===== src/rtl/uart_arb_pkg.sv =====
// Shared types and default parameter values for the UART transmit arbiter.
package uart_arb_pkg;

    typedef enum logic {
        ARB_IDLE = 1'b0,
        ARB_XFER = 1'b1
    } arb_state_t;

    localparam int unsigned DEF_DATA_WIDTH     = 8;
    localparam int unsigned DEF_NUM_REQ        = 4;
    localparam int unsigned DEF_MAX_BURST      = 16;
    localparam int unsigned DEF_TIMEOUT_CYCLES = 1024;

endpackage


===== src/rtl/uart_rr_pick.sv =====
// Combinational round-robin selector: first valid request after rr_ptr_i, wrapping.
module uart_rr_pick #(
    parameter int unsigned NUM_REQ = 4,
    parameter int unsigned IDX_W   = $clog2(NUM_REQ)
) (
    input  logic [NUM_REQ-1:0] req_i,
    input  logic [IDX_W-1:0]   rr_ptr_i,
    output logic [NUM_REQ-1:0] winner_o,
    output logic               any_o
);

    int unsigned idx;

    // Offset 1 first so the last owner is checked last.
    always_comb begin
        winner_o = '0;
        any_o    = 1'b0;
        idx      = 0;
        for (int unsigned off = 1; off <= NUM_REQ; off++) begin
            idx = (32'(rr_ptr_i) + off) % NUM_REQ;
            if (!any_o && req_i[IDX_W'(idx)]) begin
                winner_o[IDX_W'(idx)] = 1'b1;
                any_o                 = 1'b1;
            end
        end
    end

endmodule


===== src/rtl/uart_tx_arbiter.sv =====
// Round-robin, message-locking arbiter sharing one UART transmitter among NUM_REQ byte streams.
// Optional stall timeout on the granted requester: define UART_ARB_TIMEOUT_EN.
module uart_tx_arbiter
    import uart_arb_pkg::*;
#(
    parameter int unsigned DATA_WIDTH     = DEF_DATA_WIDTH,
    parameter int unsigned NUM_REQ        = DEF_NUM_REQ,
    parameter int unsigned MAX_BURST      = DEF_MAX_BURST,
    parameter int unsigned TIMEOUT_CYCLES = DEF_TIMEOUT_CYCLES
) (
    input  logic                          clk,
    input  logic                          reset,
    input  logic                          ena,
    input  logic [NUM_REQ*DATA_WIDTH-1:0] req_data,
    input  logic [NUM_REQ-1:0]            req_valid,
    input  logic [NUM_REQ-1:0]            req_last,
    output logic [NUM_REQ-1:0]            req_ready,
    output logic [DATA_WIDTH-1:0]         tx_data,
    output logic                          tx_valid,
    input  logic                          tx_ready,
    output logic [NUM_REQ-1:0]            grant,
    output logic                          busy
);

    localparam int unsigned IDX_W  = $clog2(NUM_REQ);
    localparam int unsigned BEAT_W = $clog2(MAX_BURST + 1);

    if (NUM_REQ < 2 || NUM_REQ > 8 || MAX_BURST < 1 || TIMEOUT_CYCLES < 1) begin : g_bad_cfg
        $error("uart_tx_arbiter: unsupported parameter set");
    end

    arb_state_t          state_q, state_d;
    logic [NUM_REQ-1:0]  grant_q, grant_d;
    logic [IDX_W-1:0]    rr_ptr_q, rr_ptr_d;
    logic [BEAT_W-1:0]   beat_q, beat_d, beat_inc;
    logic [IDX_W-1:0]    gidx;
    logic [NUM_REQ-1:0]  pick_win;
    logic                pick_any;
    logic                hs, last_g, cap_hit, drop_grant;

`ifdef UART_ARB_TIMEOUT_EN
    localparam int unsigned STALL_W = $clog2(TIMEOUT_CYCLES + 1);
    logic [STALL_W-1:0]  stall_q, stall_d, stall_inc;
    logic                valid_g;
    assign valid_g   = |(req_valid & grant_q);
    assign stall_inc = stall_q + STALL_W'(1);
`endif

    uart_rr_pick #(
        .NUM_REQ (NUM_REQ),
        .IDX_W   (IDX_W)
    ) u_pick (
        .req_i    (req_valid),
        .rr_ptr_i (rr_ptr_q),
        .winner_o (pick_win),
        .any_o    (pick_any)
    );

    assign grant = grant_q;
    assign busy  = (state_q == ARB_XFER);

    // Passthrough of the owner's stream; an idle arbiter has an all-zero grant so everything reads 0.
    always_comb begin
        tx_data = '0;
        gidx    = '0;
        for (int i = 0; i < int'(NUM_REQ); i++) begin
            if (grant_q[i]) begin
                tx_data = req_data[i*DATA_WIDTH +: DATA_WIDTH];
                gidx    = IDX_W'(i);
            end
        end
        tx_valid  = ena & |(grant_q & req_valid);
        req_ready = ena ? (grant_q & {NUM_REQ{tx_ready}}) : '0;
    end

    assign hs       = tx_valid & tx_ready;
    assign last_g   = |(req_last & grant_q);
    assign beat_inc = beat_q + BEAT_W'(1);
    assign cap_hit  = (beat_inc == BEAT_W'(MAX_BURST));

    always_comb begin
        state_d    = state_q;
        grant_d    = grant_q;
        rr_ptr_d   = rr_ptr_q;
        beat_d     = beat_q;
        drop_grant = 1'b0;
`ifdef UART_ARB_TIMEOUT_EN
        stall_d    = stall_q;
`endif
        if (ena) begin
            case (state_q)
                ARB_IDLE: begin
                    if (pick_any) begin
                        grant_d = pick_win;
                        beat_d  = '0;
                        state_d = ARB_XFER;
`ifdef UART_ARB_TIMEOUT_EN
                        stall_d = '0;
`endif
                    end
                end
                ARB_XFER: begin
                    if (hs) begin
                        beat_d = beat_inc;
                    end
                    if (hs && (last_g || cap_hit)) begin
                        drop_grant = 1'b1;
                    end
`ifdef UART_ARB_TIMEOUT_EN
                    // Only an absent byte counts as a stall; UART backpressure does not.
                    if (hs || valid_g) begin
                        stall_d = '0;
                    end else if (stall_inc == STALL_W'(TIMEOUT_CYCLES)) begin
                        drop_grant = 1'b1;
                    end else begin
                        stall_d = stall_inc;
                    end
`endif
                    if (drop_grant) begin
                        rr_ptr_d = gidx;
                        grant_d  = '0;
                        state_d  = ARB_IDLE;
                    end
                end
                default: begin
                    grant_d = '0;
                    state_d = ARB_IDLE;
                end
            endcase
        end
    end

    always_ff @(posedge clk) begin
        if (reset) begin
            state_q  <= ARB_IDLE;
            grant_q  <= '0;
            rr_ptr_q <= IDX_W'(NUM_REQ - 1);
            beat_q   <= '0;
`ifdef UART_ARB_TIMEOUT_EN
            stall_q  <= '0;
`endif
        end else begin
            state_q  <= state_d;
            grant_q  <= grant_d;
            rr_ptr_q <= rr_ptr_d;
            beat_q   <= beat_d;
`ifdef UART_ARB_TIMEOUT_EN
            stall_q  <= stall_d;
`endif
        end
    end

endmodule


===== config.mk =====
export PLATFORM = sky130hd
export DESIGN_NAME = uart_tx_arbiter
export DESIGN_NICKNAME = d
export VERILOG_FILES = /design/src/rtl/uart_arb_pkg.sv /design/src/rtl/uart_rr_pick.sv /design/src/rtl/uart_tx_arbiter.sv
export SDC_FILE = /design/constraint.sdc
export NUM_CORES = 1
export LEC_CHECK = 0
export CORE_ASPECT_RATIO = 1.5
export CORE_UTILIZATION = 42
export CTS_CLUSTER_SIZE = 12
export DETAILED_ROUTE_END_ITERATION = 8
export PLACE_DENSITY = 0.85
export RECOVER_POWER = 50
export SYNTH_ARGS = -nofsm -noshare
export SYNTH_HDL_FRONTEND = slang
export SYNTH_SLANG_ARGS = --single-unit
export TNS_END_PERCENT = 50

===== constraint.sdc =====
create_clock -name clk -period 6.2 [get_ports clk]
set_input_delay 0.62 -clock clk [delete_from_list [all_inputs] [get_ports clk]]
set_output_delay 0.62 -clock clk [all_outputs]
set_load 0.02 [all_outputs]

==> results.sh <==
export IMPL_ant_nets=0
export IMPL_gp_congestion=0.8448
export IMPL_power_switching_uw=75.61
export IMPL_internal_power_uw=186.3
export IMPL_worstPathRequired_ns=5.58
export IMPL_multi_input_area_um2=878.3
export IMPL_max_slew_margin=0.2765
export IMPL_grt_pass1_wl_um=5720
export IMPL_core_area_mm2=0.002648
export IMPL_fmax_ghz=0.3159
export IMPL_instances_no_fill=230
export IMPL_grt_pass1_vias=1272
export IMPL_rsz0062_at_grt="false"
export IMPL_hp_class="flip-flop to flip-flop"
export IMPL_path_cells="nor2b_1 -> a22oi_1 -> o21ai_0 -> clkdlybuf4s50_1"
export IMPL_peakVddDrop_mv=0.1646
export IMPL_cts_hold_buf=0
export IMPL_cellPowerDensity_mw_per_mm2=141.6
export IMPL_cp_slowest_cell="clkdlybuf4s50_1"
export IMPL_cp_startpoint="grant[2]"
export IMPL_combPwrFrac=0.342
export IMPL_setup_worst_path_end_class="output pin"
export IMPL_clock_power_share=0.325
export IMPL_post_route_min_period_ns=3.165
export IMPL_routedWlPerCell_um=17.13
export IMPL_cts_root_buf="clkbuf_8"
export IMPL_ys_seq_elements=12
export IMPL_placed_area_mm2=0.001805
export IMPL_clk_pin_slew_ns=0.05
export IMPL_vias=1408
export IMPL_rows=23
export IMPL_syn_cell_area_mm2=0.001171
export IMPL_grt_start_max_net_pins=25
export IMPL_synth_top_area_share=0.2051
export IMPL_drt_total_wl_um=3939
export IMPL_antenna_cells=0
export IMPL_ys_seq_area_frac=0.2051
export IMPL_chipHeight_um=66.68
export IMPL_max_stage_delay_ns=0.68
export IMPL_synth_cell_type_count=35
export IMPL_cts_inserted_buffers=3
export IMPL_dp_cells=226
export IMPL_tightest_slew_ns=1.071
export IMPL_insertion_delay_ns=0.24
export IMPL_path_max_fanout=16
export IMPL_cp_buffers_inverters=1
export IMPL_synth_largest_area_cell="dfxtp_1"
export IMPL_hold_viol=0
export IMPL_min_delay_start="beat_q[4]"
export IMPL_drt_pass1_iterations=4
export IMPL_final_nets=247
export IMPL_timing_final_crit_share=0.5105
export IMPL_path_class="flip-flop to output pin"
export IMPL_grt_overflow_total=0
export IMPL_die_width_um=45.12
export IMPL_setup_worst_path_start_class="flip-flop"
export IMPL_worstPathArrival_ns=2.55
export IMPL_drtIter0Drc=43
export IMPL_area_delta_synth_final_pct=57.91
export IMPL_cts_resized_gates=0
export IMPL_clock_skew_final_ns=0.001170
export IMPL_setup_tns_ns=0
export IMPL_cts_buffer_depth=2
export IMPL_dieArea_mm2=0.003008
export IMPL_clock_sinks=12
export IMPL_rr_startpoint="grant[3]"
export IMPL_synth_net_count=187
export IMPL_h_tree_depth=1
export IMPL_drc=0
export IMPL_syn_inst=134
export IMPL_vias_per_cell=6.122
export IMPL_io_pin_count=62
export IMPL_fill_cells=237
export IMPL_critical_path_top_delay_family="buffers and inverters"
export IMPL_synth_area_per_cell_um2=8.740
export IMPL_dp_hpwl_um=2992
export IMPL_hold_ws_ns=0.5344
export IMPL_port_buffers=61
export IMPL_setup_violations=0
export IMPL_yosys_warnings=0
export IMPL_power_static_leakage_uw=0.0007099
export IMPL_drive_gt1_frac=0.04145
export IMPL_post_cts_repair_setup_buffers=0
export IMPL_cts_tree="built"
export IMPL_initial_core_util=0.4423
export IMPL_final_max_slew_viol_count=0
export IMPL_fin_area_mm2=0.001849
export IMPL_sw_frac_of_total=0.2887
export IMPL_grt_antenna_before_repair=0
export IMPL_pwr_share_seq=0.332
export IMPL_outcome="finished, final reports clean"
export IMPL_yosys_top_cells_area="dfxtp_1 (21%), a22oi_1 (15%), ha_1 (9.6%), o21ai_0 (4.3%), mux4_2 (3.8%)"
export IMPL_regArea_um2=240.2
export IMPL_cap_violations=0
export IMPL_track_usage=0.2563
==> flip-flops by register name, summed over array words and instances (netlist names) <==
| register | flops |
|---|---|
| beat_q | 5 |
| grant | 4 |
| rr_ptr_q | 2 |
| busy | 1 |
==> metal layers <==
metal  vias to the layer above  GRT usage  routed length (um)
li1                        663          -                   -
met1                       664     0.2781                1510
met2                        75     0.4656                1975
met3                         6    0.04607                 377
met4                         0     0.1061                  76
met5                         -          0                   0
==> worst paths after layout <==
kind                 to  slack, ns  cells past startpoint
max          tx_data[7]       3.03                      4
min           beat_q[4]       0.53                      1
max reg2reg    grant[0]       3.64                      4
min reg2reg   beat_q[4]       0.53                      1
==> kinds of logic after synthesis <==
kind of cell,synth area share
XOR/XNOR,0.02244
AND/OR/NAND/NOR,0.1763
AO/OA/AOI/OAI,0.3942
multiplexers,0.07051
adder cells (fa/ha/maj),0.09616
buffers and inverters,0.03526
flip-flops,0.2051
==> metrics by stage <==
step	setup slack (ns)	util	total power (uW)
final	3.035	0.6985	261.9
after global routing	2.919	0.6985	273.1
after CTS	3.099	0.7027	263.4
after detailed placement	3.309	0.6819	178.7
after global placement	3.356	0.6819	176.5
after floorplan	4.072	-	124.4
==> cell usage in the layout (no fill, tap or decap), types with 2 or more instances in the layout <==
| master | n |
|---|---|
| clkdlybuf4s50_1 | 55 |
| nor2_1 | 5 |
| a21oi_1 | 4 |
| a31o_1 | 3 |
| and3_1 | 5 |
| nand2_1 | 2 |
| a311oi_1 | 2 |
| a221oi_1 | 4 |
| ha_1 | 9 |
| o21ai_0 | 10 |
| a221o_1 | 4 |
| nor3b_1 | 3 |
| xor2_1 | 3 |
| dfxtp_1 | 12 |
| a211oi_1 | 2 |
| o2111ai_1 | 2 |
| nand3_1 | 3 |
| clkbuf_8 | 4 |
| a31oi_1 | 2 |
| mux4_2 | 2 |
| nor2b_1 | 7 |
| dlygate4sd3_1 | 6 |
| a22oi_1 | 24 |
| nor3_1 | 5 |
| inv_1 | 5 |
==> power groups by stage <==
stage | Clock [uW] | Sequential [uW] | Combinational [uW]
2_1_floorplan | 0 | 86.2 | 38.2
3_3_place_gp | 0 | 88.0 | 88.5
3_5_place_dp | 0 | 88.3 | 90.4
4_1_cts | 85.5 | 86.9 | 91.0
5_1_grt | 90.5 | 87.7 | 94.9
6_report | 85.2 | 87.0 | 89.7
==> Yosys cell counts <==
cell / count
a22oi_1: 24
dfxtp_1: 12
o21ai_0: 10
ha_1: 9
nor2b_1: 7
and3_1: 5
clkbuf_1: 5
inv_1: 5
nor2_1: 5
nor3_1: 5
a221o_1: 4
a221oi_1: 4
a21oi_1: 3
a31o_1: 3
nand3_1: 3
nor3b_1: 3
xor2_1: 3
a211oi_1: 2
a311oi_1: 2
a31oi_1: 2
mux4_2: 2
nand2_1: 2
o2111ai_1: 2
a21bo_1: 1
a21boi_0: 1
a21oi_2: 1
a32o_1: 1
buf_1: 1
mux2_1: 1
mux4_1: 1
nor2b_4: 1
nor4b_2: 1
o41ai_2: 1
or3_1: 1
or4_1: 1
==> final cells by class <==
class | count | share of cell area
inverter | 5 | 0.01015
sequential | 12 | 0.1299
tap | 37 | 0.02503
clock buffer | 4 | 0.02977
multi-input combinational | 111 | 0.4750
timing repair buffer | 61 | 0.3302
Power figures use the tool's default switching activity.
